**config.mk**
```make
export PLATFORM = sky130hd
export DESIGN_NAME = mix_columns_seq
export DESIGN_NICKNAME = d
export VERILOG_FILES = /design/src/rtl/mix_columns_seq.sv
export SDC_FILE = /design/constraint.sdc
export NUM_CORES = 1
export LEC_CHECK = 0
export CORE_MARGIN = 8
export CORE_UTILIZATION = 50
export DETAILED_ROUTE_END_ITERATION = 8
export PLACE_DENSITY = 0.78
export REMOVE_ABC_BUFFERS = 1
export SYNTH_ARGS = -nofsm -noshare
export SYNTH_HDL_FRONTEND = slang
export SYNTH_SLANG_ARGS = --single-unit
```
**constraint.sdc**
```tcl
create_clock -name clk -period 6.25 [get_ports clk]
set_input_delay 0.9375 -clock clk [delete_from_list [all_inputs] [get_ports clk]]
set_output_delay 0.9375 -clock clk [all_outputs]
set_load 0.01 [all_outputs]
```
**src/rtl/mix_columns_seq.sv**
```systemverilog
// mix_columns_seq: iterative forward AES MixColumns, one 32-bit column per clock.
// Ports:
//   clk, reset     - rising-edge clock, synchronous active-high reset
//   in_valid/ready - input handshake for state_in (128b) and bypass (final round)
//   out_valid/ready- output handshake for state_out (128b)
// Byte order follows FIPS-197: byte k = bits [127-8k -: 8], column c = bytes 4c..4c+3.
module mix_columns_seq (
  input  logic         clk,
  input  logic         reset,
  input  logic         in_valid,
  output logic         in_ready,
  input  logic [127:0] state_in,
  input  logic         bypass,
  output logic         out_valid,
  input  logic         out_ready,
  output logic [127:0] state_out
);

  localparam int unsigned STATE_W = 128;
  localparam int unsigned COL_W   = 32;

  typedef enum logic [1:0] {IDLE, BUSY, DONE} state_t;

  state_t             state, state_nxt;
  logic [STATE_W-1:0] src, src_nxt;
  logic [STATE_W-1:0] dst, dst_nxt;
  logic [1:0]         col, col_nxt;
  logic               byp, byp_nxt;
  logic               valid, valid_nxt;
  logic [COL_W-1:0]   cur_col;
  logic [COL_W-1:0]   mixed_col;

  // Multiply by 02 in GF(2^8), reduction polynomial 0x1B.
  function automatic logic [7:0] xtime(input logic [7:0] x);
    return {x[6:0], 1'b0} ^ (x[7] ? 8'h1B : 8'h00);
  endfunction

  // One MixColumns column: a0 is the most significant byte.
  function automatic logic [31:0] mix_col(input logic [31:0] a);
    logic [7:0] a0, a1, a2, a3;
    logic [7:0] b0, b1, b2, b3;
    a0 = a[31:24];
    a1 = a[23:16];
    a2 = a[15:8];
    a3 = a[7:0];
    b0 = xtime(a0) ^ xtime(a1) ^ a1 ^ a2 ^ a3;
    b1 = a0 ^ xtime(a1) ^ xtime(a2) ^ a2 ^ a3;
    b2 = a0 ^ a1 ^ xtime(a2) ^ xtime(a3) ^ a3;
    b3 = xtime(a0) ^ a0 ^ a1 ^ a2 ^ xtime(a3);
    return {b0, b1, b2, b3};
  endfunction

  // Select the source column addressed by the counter.
  always_comb begin
    cur_col = src[127:96];
    case (col)
      2'd0: cur_col = src[127:96];
      2'd1: cur_col = src[95:64];
      2'd2: cur_col = src[63:32];
      2'd3: cur_col = src[31:0];
      default: cur_col = src[127:96];
    endcase
  end

  assign mixed_col = mix_col(cur_col);

  // Next-state and datapath update.
  always_comb begin
    state_nxt = state;
    src_nxt   = src;
    dst_nxt   = dst;
    col_nxt   = col;
    byp_nxt   = byp;
    valid_nxt = valid;
    case (state)
      IDLE: begin
        if (in_valid) begin
          src_nxt = state_in;
          byp_nxt = bypass;
          col_nxt = 2'd0;
          if (bypass) begin
            dst_nxt   = state_in;
            state_nxt = DONE;
          end else begin
            state_nxt = BUSY;
          end
        end
      end
      BUSY: begin
        case (col)
          2'd0: dst_nxt[127:96] = mixed_col;
          2'd1: dst_nxt[95:64]  = mixed_col;
          2'd2: dst_nxt[63:32]  = mixed_col;
          2'd3: dst_nxt[31:0]   = mixed_col;
          default: dst_nxt = dst;
        endcase
        col_nxt = col + 2'd1;
        if (col == 2'd3) begin
          state_nxt = DONE;
          valid_nxt = 1'b1;
        end
      end
      DONE: begin
        if (valid && out_ready) begin
          valid_nxt = 1'b0;
          state_nxt = IDLE;
        end else if (byp) begin
          // Bypass enters DONE straight from IDLE; valid follows one cycle later.
          valid_nxt = 1'b1;
        end
      end
      default: state_nxt = IDLE;
    endcase
  end

  // State and datapath registers.
  always_ff @(posedge clk) begin
    if (reset) begin
      state <= IDLE;
      src   <= '0;
      dst   <= '0;
      col   <= 2'd0;
      byp   <= 1'b0;
      valid <= 1'b0;
    end else begin
      state <= state_nxt;
      src   <= src_nxt;
      dst   <= dst_nxt;
      col   <= col_nxt;
      byp   <= byp_nxt;
      valid <= valid_nxt;
    end
  end

  assign in_ready  = (state == IDLE) && !reset;
  assign out_valid = valid;
  assign state_out = dst;

endmodule

```
==> impl_results.md, run 1 <==
- Outcome: finished clean
- Worst Min Path Start: src[15]$_SDFFE_PP0P_
- Cell Area, Placed: 15,880 um2
- Hpwl dp: 32.14 mm
- Fin crit period: 3.752 ns
- Worst min-delay path class: flop to flop
- Largest net degree at the start of global routing: 92
- Most common cell after layout, fill and taps aside: nand2_1
- Top cells by area, synth: dfxtp_1 (40%), nand2_1 (9.6%), a21oi_1 (7.7%)
- Number of synthesized register bits: 262
- Area Growth Syn to Fin: 28.00%
- TNS Setup: 0 ns
- Mean area per synthesized cell: 8.124 um2
- Hold Path End: src[15]$_SDFFE_PP0P_
- Max Cap Viol: 0
- Rel. slew slack: 19.63%
- DRC violations left: 0
- Die X: 178.1 um
- Layout cells sized above 1: 6.519%
- H-tree level count: 1
- WL met1: 19.15 mm
- Flop-to-flop setup slack: 2.50 ns
- Iter 0 DRT Violations: 1,689
- Worst slack, placed: 2.537 ns
- Mapped cell area: 13,140 um2
- CTS max path bufs: 3
- Fin nets: 1,929
- Max Used Layer: met5
- Most frequent cells in the layout: nand2_1 (335), dfxtp_1 (262), clkdlybuf4s50_1 (261)
- CTS tree: done
- Placement Rows: 59
- F_max: 0.2665 GHz
- Final hold vios: 0
- Slew Viols, Final: 0
- Final instance area: 16,820 um2
- Reg-to-reg endpoint: state_out[43]$_SDFFE_PP0P_
- Post-CTS sizing: 0
- WP data arrival: 4.14 ns
- First-pass GRT wire length: 72.44 mm
- Worst-skew pair later-pin latency: 0.54 ns
- Clock buffer count from CTS: 27
- Clk pin slew, worst setup/hold paths: 0.07 ns
- I/O pin count: 263
- Avg WL per Cell: 22.03 um
- Syn Inst Count: 1,618
- Crit. End Element: flop
- Worst-margin pin slew: 1.201 ns
- Unrepaired setup endpoints after global routing: no
- Worst reg2reg path startpoint: col[0]$_SDFFE_PP0P_
- Crit Path Class: flop to flop
- Worst VDD drop: 197.1 uV
- Root Buffer: clkbuf_16
- Vias in the first global route: 13,000
- Hold_buf cts: 0
- Post-synth ARST share: 0%
- Via count: 13,240
- Yosys top cell area share: 39.90%
- Synth Flop Type: dfxtp_1
- Worst Reg2Reg Path Length in Cells: 9
- Worst Skew: 0.009777 ns
- Placer congestion estimate: 0.9075
- Power per Cell Area: 286.3 nW/um2
- Port buffer count: 262
- First-pass detailed-route iteration total: 9
- Routed vias/inst: 6.171
- Initial antenna violation count: 2
- WL met3: 5.141 mm
- Leakage power: 6.178 nW
- Critical path origin: col[0]$_SDFFE_PP0P_
- All-layer global routing usage: 28.38%
- Worst setup SP type: flop
- Die Y: 178.1 um
- Filler cell count: 2,219
- Routed met2 length: 21.15 mm
- Final period util: 60.04%
- Die area: 31,730 um2
- Number of routed nets with antenna violations: 0
- Setup WS post-layout: 2.498 ns
- Critical path fanouts, max: 71
- CTS Sinks: 262
- Core footprint: 25,910 um2
- Setup bufs post-CTS: 0
- Initial core utilization: 50.73%
- Core Util, Final: 64.93%
- Final setup fails: 0
- Area leader, netlist: dfxtp_1
- CP required: 6.64 ns
- Post-Route WL: 47.29 mm
- Overflow after GRT: 0
- Netlist cell types: 51
- EDFF count, synth: 0
- Seq/Total Area, Yosys: 39.90%
- Yosys warns: 0
- Hold Crit Depth: 2
-- critical path, cell delays in order (launching register included) --
cell and delay, ns:
dfxtp_1 0.33, inv_1 0.14, ha_2 0.18, buf_4 0.55, clkinv_1 0.68, buf_4 0.48
a21boi_1 0.49, xnor2_1 0.15, xnor2_1 0.39, o22ai_1 0.15
-- final cells by class --
class | count | area (um2) | share of cell area [%]
clock buffer | 33 | 728.2 | 4.328
timing repair buffer | 291 | 2841 | 16.89
antenna | 1 | 2.502 | 0.01487
clock inverter | 15 | 217.7 | 1.294
multi-input combinational | 1206 | 7358 | 43.74
sequential | 262 | 5245 | 31.18
inverter | 3 | 11.26 | 0.06693
tap | 335 | 419.2 | 2.491
-- sequential cells by signal, summed over array words and instances (netlist names) --
name	cells
byp	1
col	2
src	128
state	2
out_valid	1
state_out	128
-- how the worst max path moves through the flow --
stage,to
CTS,state_out[107]$_SDFFE_PP0P_
finish,state_out[43]$_SDFFE_PP0P_
global route,state_out[75]$_SDFFE_PP0P_
floorplan,col[0]$_SDFFE_PP0P_
global placement,out_valid$_SDFFE_PP0P_
detailed placement,state_out[1]$_SDFFE_PP0P_
-- per-layer routing --
metal | vias to the layer above | global-route usage, %
li1 | 6087 | -
met1 | 6286 | 36.65
met2 | 744 | 45.55
met3 | 124 | 5.927
met4 | 2 | 11.50
met5 | - | 0
-- logic make-up (layout without fill, tap and decap cells) --
group / count (synthesis) / after routing / synth area share [%]
buf+inv: 150 / 342 / 4.417
fa+ha+maj: 5 / 5 / 0.4760
flops: 262 / 262 / 39.90
compound gates: 486 / 486 / 24.48
simple gates: 521 / 521 / 17.08
xor+xnor: 160 / 160 / 10.82
other cells: 0 / 1 / 0
mux: 34 / 34 / 2.818
-- metrics by stage --
step / cells / total power, W / hold WS, ns
after floorplan: 1471 / 0.002556 / 0.4297
after global placement: 2097 / 0.003061 / 0.4414
after detailed placement: 2097 / 0.003084 / 0.4474
after CTS: 2145 / 0.004799 / 0.4567
after global routing: 2146 / 0.004988 / 0.4739
final: 2146 / 0.004816 / 0.4567
-- power breakdown --
group | leakage [nW] | internal (W) | switching (W)
logic | 3.58 | 0.000481 | 0.000687
clock network | 0.453 | 0.00104 | 0.000702
registers | 2.15 | 0.00181 | 0.000105
total | 6.18 | 0.00332 | 0.00149
-- cell usage after synthesis, types with 5 or more instances --
| cell | number |
|---|---|
| or3_1 | 9 |
| xor2_1 | 62 |
| ha_1 | 5 |
| nand2_1 | 335 |
| o22ai_1 | 48 |
| mux2i_1 | 10 |
| dfxtp_1 | 262 |
| nor3_1 | 27 |
| o21a_1 | 29 |
| a22o_1 | 24 |
| clkbuf_1 | 138 |
| a222oi_1 | 32 |
| a2111oi_1 | 8 |
| nand3_1 | 7 |
| buf_1 | 5 |
| o211ai_1 | 54 |
| o21ai_0 | 11 |
| a21oi_1 | 201 |
| a211oi_1 | 17 |
| and3_1 | 48 |
| nand3b_1 | 6 |
| mux2_2 | 20 |
| nor2_1 | 65 |
| a32oi_1 | 24 |
| xnor2_1 | 96 |
| o21ai_1 | 19 |
(Power assumes the default switching activity.)
==> run 2: changes to the inputs <==
Clock period 6.25 ns to 3.8 ns, I/O delays scaled along.
==> run 2 against run 1 <==
Maximum frequency increased by 3.7%. Combinational power is 68% higher. Core utilization up 1.2 points. Total power up 68%. Clock power grew 73%. Clock skew up 0.018 ns. Largest power group unchanged.
==> impl_results.md, run 2 (synthesis results as in run 1) <==
- Crit. End Element: flop
- Worst min-delay path class: flop to flop
- I/O pin count: 263
- Initial core utilization: 50.73%
- Most common cell after layout, fill and taps aside: nand2_1
- Leakage power: 6.345 nW
- Initial antenna violation count: 0
- Fin crit period: 3.617 ns
- Final instance area: 17,140 um2
- Hpwl dp: 32.53 mm
- Port buffer count: 262
- Cell Area, Placed: 16,110 um2
- Post-Route WL: 48.24 mm
- First-pass detailed-route iteration total: 8
- Met2 Use GR: 45.91%
- F_max: 0.2764 GHz
- First-pass GRT wire length: 73.55 mm
- Worst setup SP type: flop
- Final setup fails: 0
- CTS max path bufs: 3
- Max Cap Viol: 0
- Setup bufs post-CTS: 0
- Worst-skew pair later-pin latency: 0.57 ns
- Rel. slew slack: 22.04%
- Layout cells sized above 1: 8.048%
- Core footprint: 25,910 um2
- Vias in the first global route: 13,180
- Worst-margin pin slew: 1.169 ns
- Placement Rows: 59
- Die X: 178.1 um
- Routed vias/inst: 6.231
- Slew Viols, Final: 0
- Met1 usage: 38.01%
- Filler cell count: 2,116
- Unrepaired setup endpoints after global routing: no
- WP data arrival: 4.06 ns
- DRC violations left: 0
- GRT Max-Usage Layer: met2
- Placer congestion estimate: 0.9526
- Hold slack: 0.4579 ns
- CTS tree: done
- Die Y: 178.1 um
- Largest net degree at the start of global routing: 87
- Final period util: 95.19%
- Final hold vios: 0
- Worst VDD drop: 343.0 uV
- Avg WL per Cell: 22.19 um
- Area Growth Syn to Fin: 30.38%
- CTS Sinks: 262
- H-tree level count: 1
- Via count: 13,550
- Worst Skew: 0.02777 ns
- Fin nets: 1,955
- TNS Setup: 0 ns
- Number of routed nets with antenna violations: 0
- Clock buffer count from CTS: 28
- Hold_buf cts: 0
- Met3 GRT Util: 6.795%
- CP required: 4.25 ns
- Post-CTS sizing: 0
- Crit Path Class: flop to flop
- All-layer global routing usage: 28.92%
- Critical path fanouts, max: 22
- Iter 0 DRT Violations: 1,814
- Most frequent cells in the layout: nand2_1 (335), dfxtp_1 (262), clkdlybuf4s50_1 (261)
- Overflow after GRT: 0
- Power per Cell Area: 472.9 nW/um2
- Ant diodes: 0
- Die area: 31,730 um2
- Clk pin slew, worst setup/hold paths: 0.06 ns
- Outcome: finished clean
- Root Buffer: clkbuf_16
run 2: path summary, 6_finish.rpt:
path,from,end,slack [ns],depth (start not counted)
worst min-delay path,src[26]$_SDFFE_PP0P_,src[26]$_SDFFE_PP0P_,0.46,2
worst max-delay path,col[1]$_SDFFE_PP0P_,state_out[5]$_SDFFE_PP0P_,0.18,8
worst max register to register,col[1]$_SDFFE_PP0P_,state_out[5]$_SDFFE_PP0P_,0.18,8
worst min register to register,src[26]$_SDFFE_PP0P_,src[26]$_SDFFE_PP0P_,0.46,2
run 2: critical path, cell delays in order (launching register included):
cell       delay, ns
dfxtp_1         0.37
inv_1           0.09
ha_1            0.45
buf_12          0.29
a222oi_1        0.69
xor2_1          0.24
o21ai_1         0.67
xnor2_1         0.28
a2111oi_1       0.43
run 2: stage by stage:
step | util, % | cells | total power, W | worst slack (ns)
2_1_floorplan | - | 1471 | 0.004204 | -3.965
3_3_place_gp | 62.19 | 2122 | 0.005061 | 0.3881
3_5_place_dp | 62.19 | 2122 | 0.005100 | 0.3068
4_1_cts | 66.14 | 2174 | 0.008070 | 0.2837
5_1_grt | 66.14 | 2174 | 0.008368 | 0.01871
6_report | 66.14 | 2174 | 0.008104 | 0.1826
run 2: layer usage:
metal	vias up	share of wire, %	wire length [um]
li1	6157	-	-
met1	6399	40	19200
met2	868	45	21630
met3	122	12	5912
met4	0	3.1	1499
met5	-	0	0
run 2: layout make-up:
class	instances	area, um2	area share, %
inverter	3	11.26	0.06571
tap	335	419.2	2.446
timing repair buffer	316	3079	17.97
multi-input combinational	1206	7358	42.94
clock inverter	16	232.7	1.358
sequential	262	5245	30.61
clock buffer	36	790.8	4.614
run 2: where the power goes:
part           total (W)  switching (W)  internal, W
Combinational    0.00196        0.00114     0.000820
Sequential       0.00314       0.000173      0.00297
Clock            0.00301        0.00119      0.00181
==> run 3: changes to the inputs <==
Settings changed: CELL_PAD_IN_SITES_DETAIL_PLACEMENT set to 0, CELL_PAD_IN_SITES_GLOBAL_PLACEMENT set to 2, CORE_UTILIZATION 50 to 30, CTS_CLUSTER_DIAMETER set to 80, PLACE_DENSITY 0.78 to not set, PLACE_DENSITY_LB_ADDON set to 0.1, SLEW_MARGIN set to 10.
==> run 3 against run 2 <==
Clock-buffer cell count up 9. Highest routed layer unchanged. Largest cell class unchanged. Design area increased by 2.5%. Non-clock buffer count is 18 higher. Total power grew 0.42%. Sequential cell count unchanged. Clock power down 2%. Critical endpoint is now state_out[3]$_SDFFE_PP0P_.
==> impl_results.md, run 3 (synthesis results as in run 1) <==
- Placer congestion estimate: 0.8126
- CTS max path bufs: 3
- Setup bufs post-CTS: 0
- Crit. End Element: flop
- CP required: 4.23 ns
- Vias in the first global route: 12,770
- All-layer global routing usage: 21.49%
- Post-Route WL: 56.98 mm
- Largest stage delay, worst path: 0.94 ns
- Power per Cell Area: 463.3 nW/um2
- Fin nets: 1,976
- Iter 0 DRT Violations: 1,183
- First-pass detailed-route iteration total: 8
- Fin crit period: 3.425 ns
- H-tree level count: 1
- Core footprint: 43,170 um2
- Die area: 50,770 um2
- Clock buffer count from CTS: 31
- Root Buffer: clkbuf_16
- Tot Pwr: 0.008138 W
- Critical path fanouts, max: 16
- I/O pin count: 263
- Most frequent cells in the layout: nand2_1 (335), dfxtp_1 (262), clkdlybuf4s50_1 (261)
- Rel. slew slack: 30.53%
- Final period util: 90.13%
- Cell with the largest stage delay on the worst path: a222oi_1
- Avg WL per Cell: 23.30 um
- Worst VDD drop: 315.7 uV
- Number of routed nets with antenna violations: 0
- Worst-skew pair later-pin latency: 0.58 ns
- WP data arrival: 3.86 ns
- Crit Path Class: flop to flop
- Max Cap Viol: 0
- Final setup fails: 0
- Hpwl dp: 40.10 mm
- Area Growth Syn to Fin: 33.63%
- Die X: 225.3 um
- Final hold vios: 0
- Slew Viols, Final: 0
- Routed vias/inst: 5.296
- Worst setup SP type: flop
- Initial antenna violation count: 1
- Hold_buf cts: 0
- Worst path cell trace: inv_1 -> ha_1 -> buf_4 -> a222oi_1 -> xnor2_1 -> o21ai_1 -> xor2_1 -> xnor2_1 -> o22ai_1
- First-pass GRT wire length: 84.57 mm
- Clk pin slew, worst setup/hold paths: 0.06 ns
- F_max: 0.2920 GHz
- DRC violations left: 0
- CTS Sinks: 262
- Largest net degree at the start of global routing: 132
- Overflow after GRT: 0
- Initial core utilization: 30.45%
- Most common cell after layout, fill and taps aside: nand2_1
- Leakage power: 6.434 nW
- Unrepaired setup endpoints after global routing: no
- Layout cells sized above 1: 8.822%
- Die Y: 225.3 um
- Worst-margin pin slew: 1.042 ns
- CTS tree: done
- Post-CTS sizing: 0
- Worst Skew: 0.02091 ns
- Worst min-delay path class: input pin to flop
- Port buffer count: 262
- Outcome: finished clean
- Most used cell, CP: xnor2_1
- Placement Rows: 76
- Via count: 12,950
- TNS Setup: 0 ns
==> run 3: cell type report <==
cell class / instances / area, um2
fill: 4457 / 25610
clock inverter: 9 / 102.6
multi-input combinational: 1206 / 7366
inverter: 3 / 11.26
sequential: 262 / 5245
clock buffer: 45 / 878.3
timing repair buffer: 334 / 3227
tap: 585 / 732.0
antenna: 1 / 2.502
==> run 3: report_power, final <==
part | internal, W | total, W | leakage (nW) | switching [W]
registers | 0.00297 | 0.00315 | 2.15 | 0.000182
clock network | 0.00172 | 0.00295 | 0.485 | 0.00123
logic | 0.000842 | 0.00203 | 3.80 | 0.00119
total | 0.00554 | 0.00814 | 6.43 | 0.00260
==> run 3: worst paths after layout <==
check / slack, ns / from / endpoint / depth (start not counted)
hold / removal: 0.43 / reset / src[90]$_SDFFE_PP0P_ / 2
setup / recovery: 0.38 / col[1]$_SDFFE_PP0P_ / state_out[3]$_SDFFE_PP0P_ / 9
hold reg to reg: 0.45 / src[51]$_SDFFE_PP0P_ / src[51]$_SDFFE_PP0P_ / 2
setup reg to reg: 0.38 / col[1]$_SDFFE_PP0P_ / state_out[3]$_SDFFE_PP0P_ / 9
==> run 3: routing by layer <==
layer  wire, um  global-route usage [%]
met5          0                       0
met4       1258                   4.843
met3       3615                   4.021
met2      26010                   34.58
met1      26090                   29.52
==> run 3: critical path: cells and delay by family, from the launching register on <==
kind                     cells  cell delay (ns)
AO/OA/AOI/OAI                3             1.54
XOR/XNOR                     3             0.87
flip-flops                   1             0.37
buffers and inverters        2             0.31
adder cells (fa/ha/maj)      1             0.20
==> run 3: through the flow <==
| step | std cells | area (um2) | hold WS (ns) | setup slack (ns) | utilization (%) |
|---|---|---|---|---|---|
| after detailed placement | 2390 | 16580 | 0.4470 | 0.3560 | 38.41 |
| after global placement | 2390 | 16580 | 0.4429 | 0.3879 | 38.41 |
| after CTS | 2444 | 17560 | 0.4171 | 0.3562 | 40.68 |
| after global routing | 2445 | 17560 | 0.4379 | 0.1946 | 40.69 |
| after floorplan | 1471 | 12570 | 0.4297 | -3.965 | - |
| final | 2445 | 17560 | 0.4273 | 0.3751 | 40.69 |
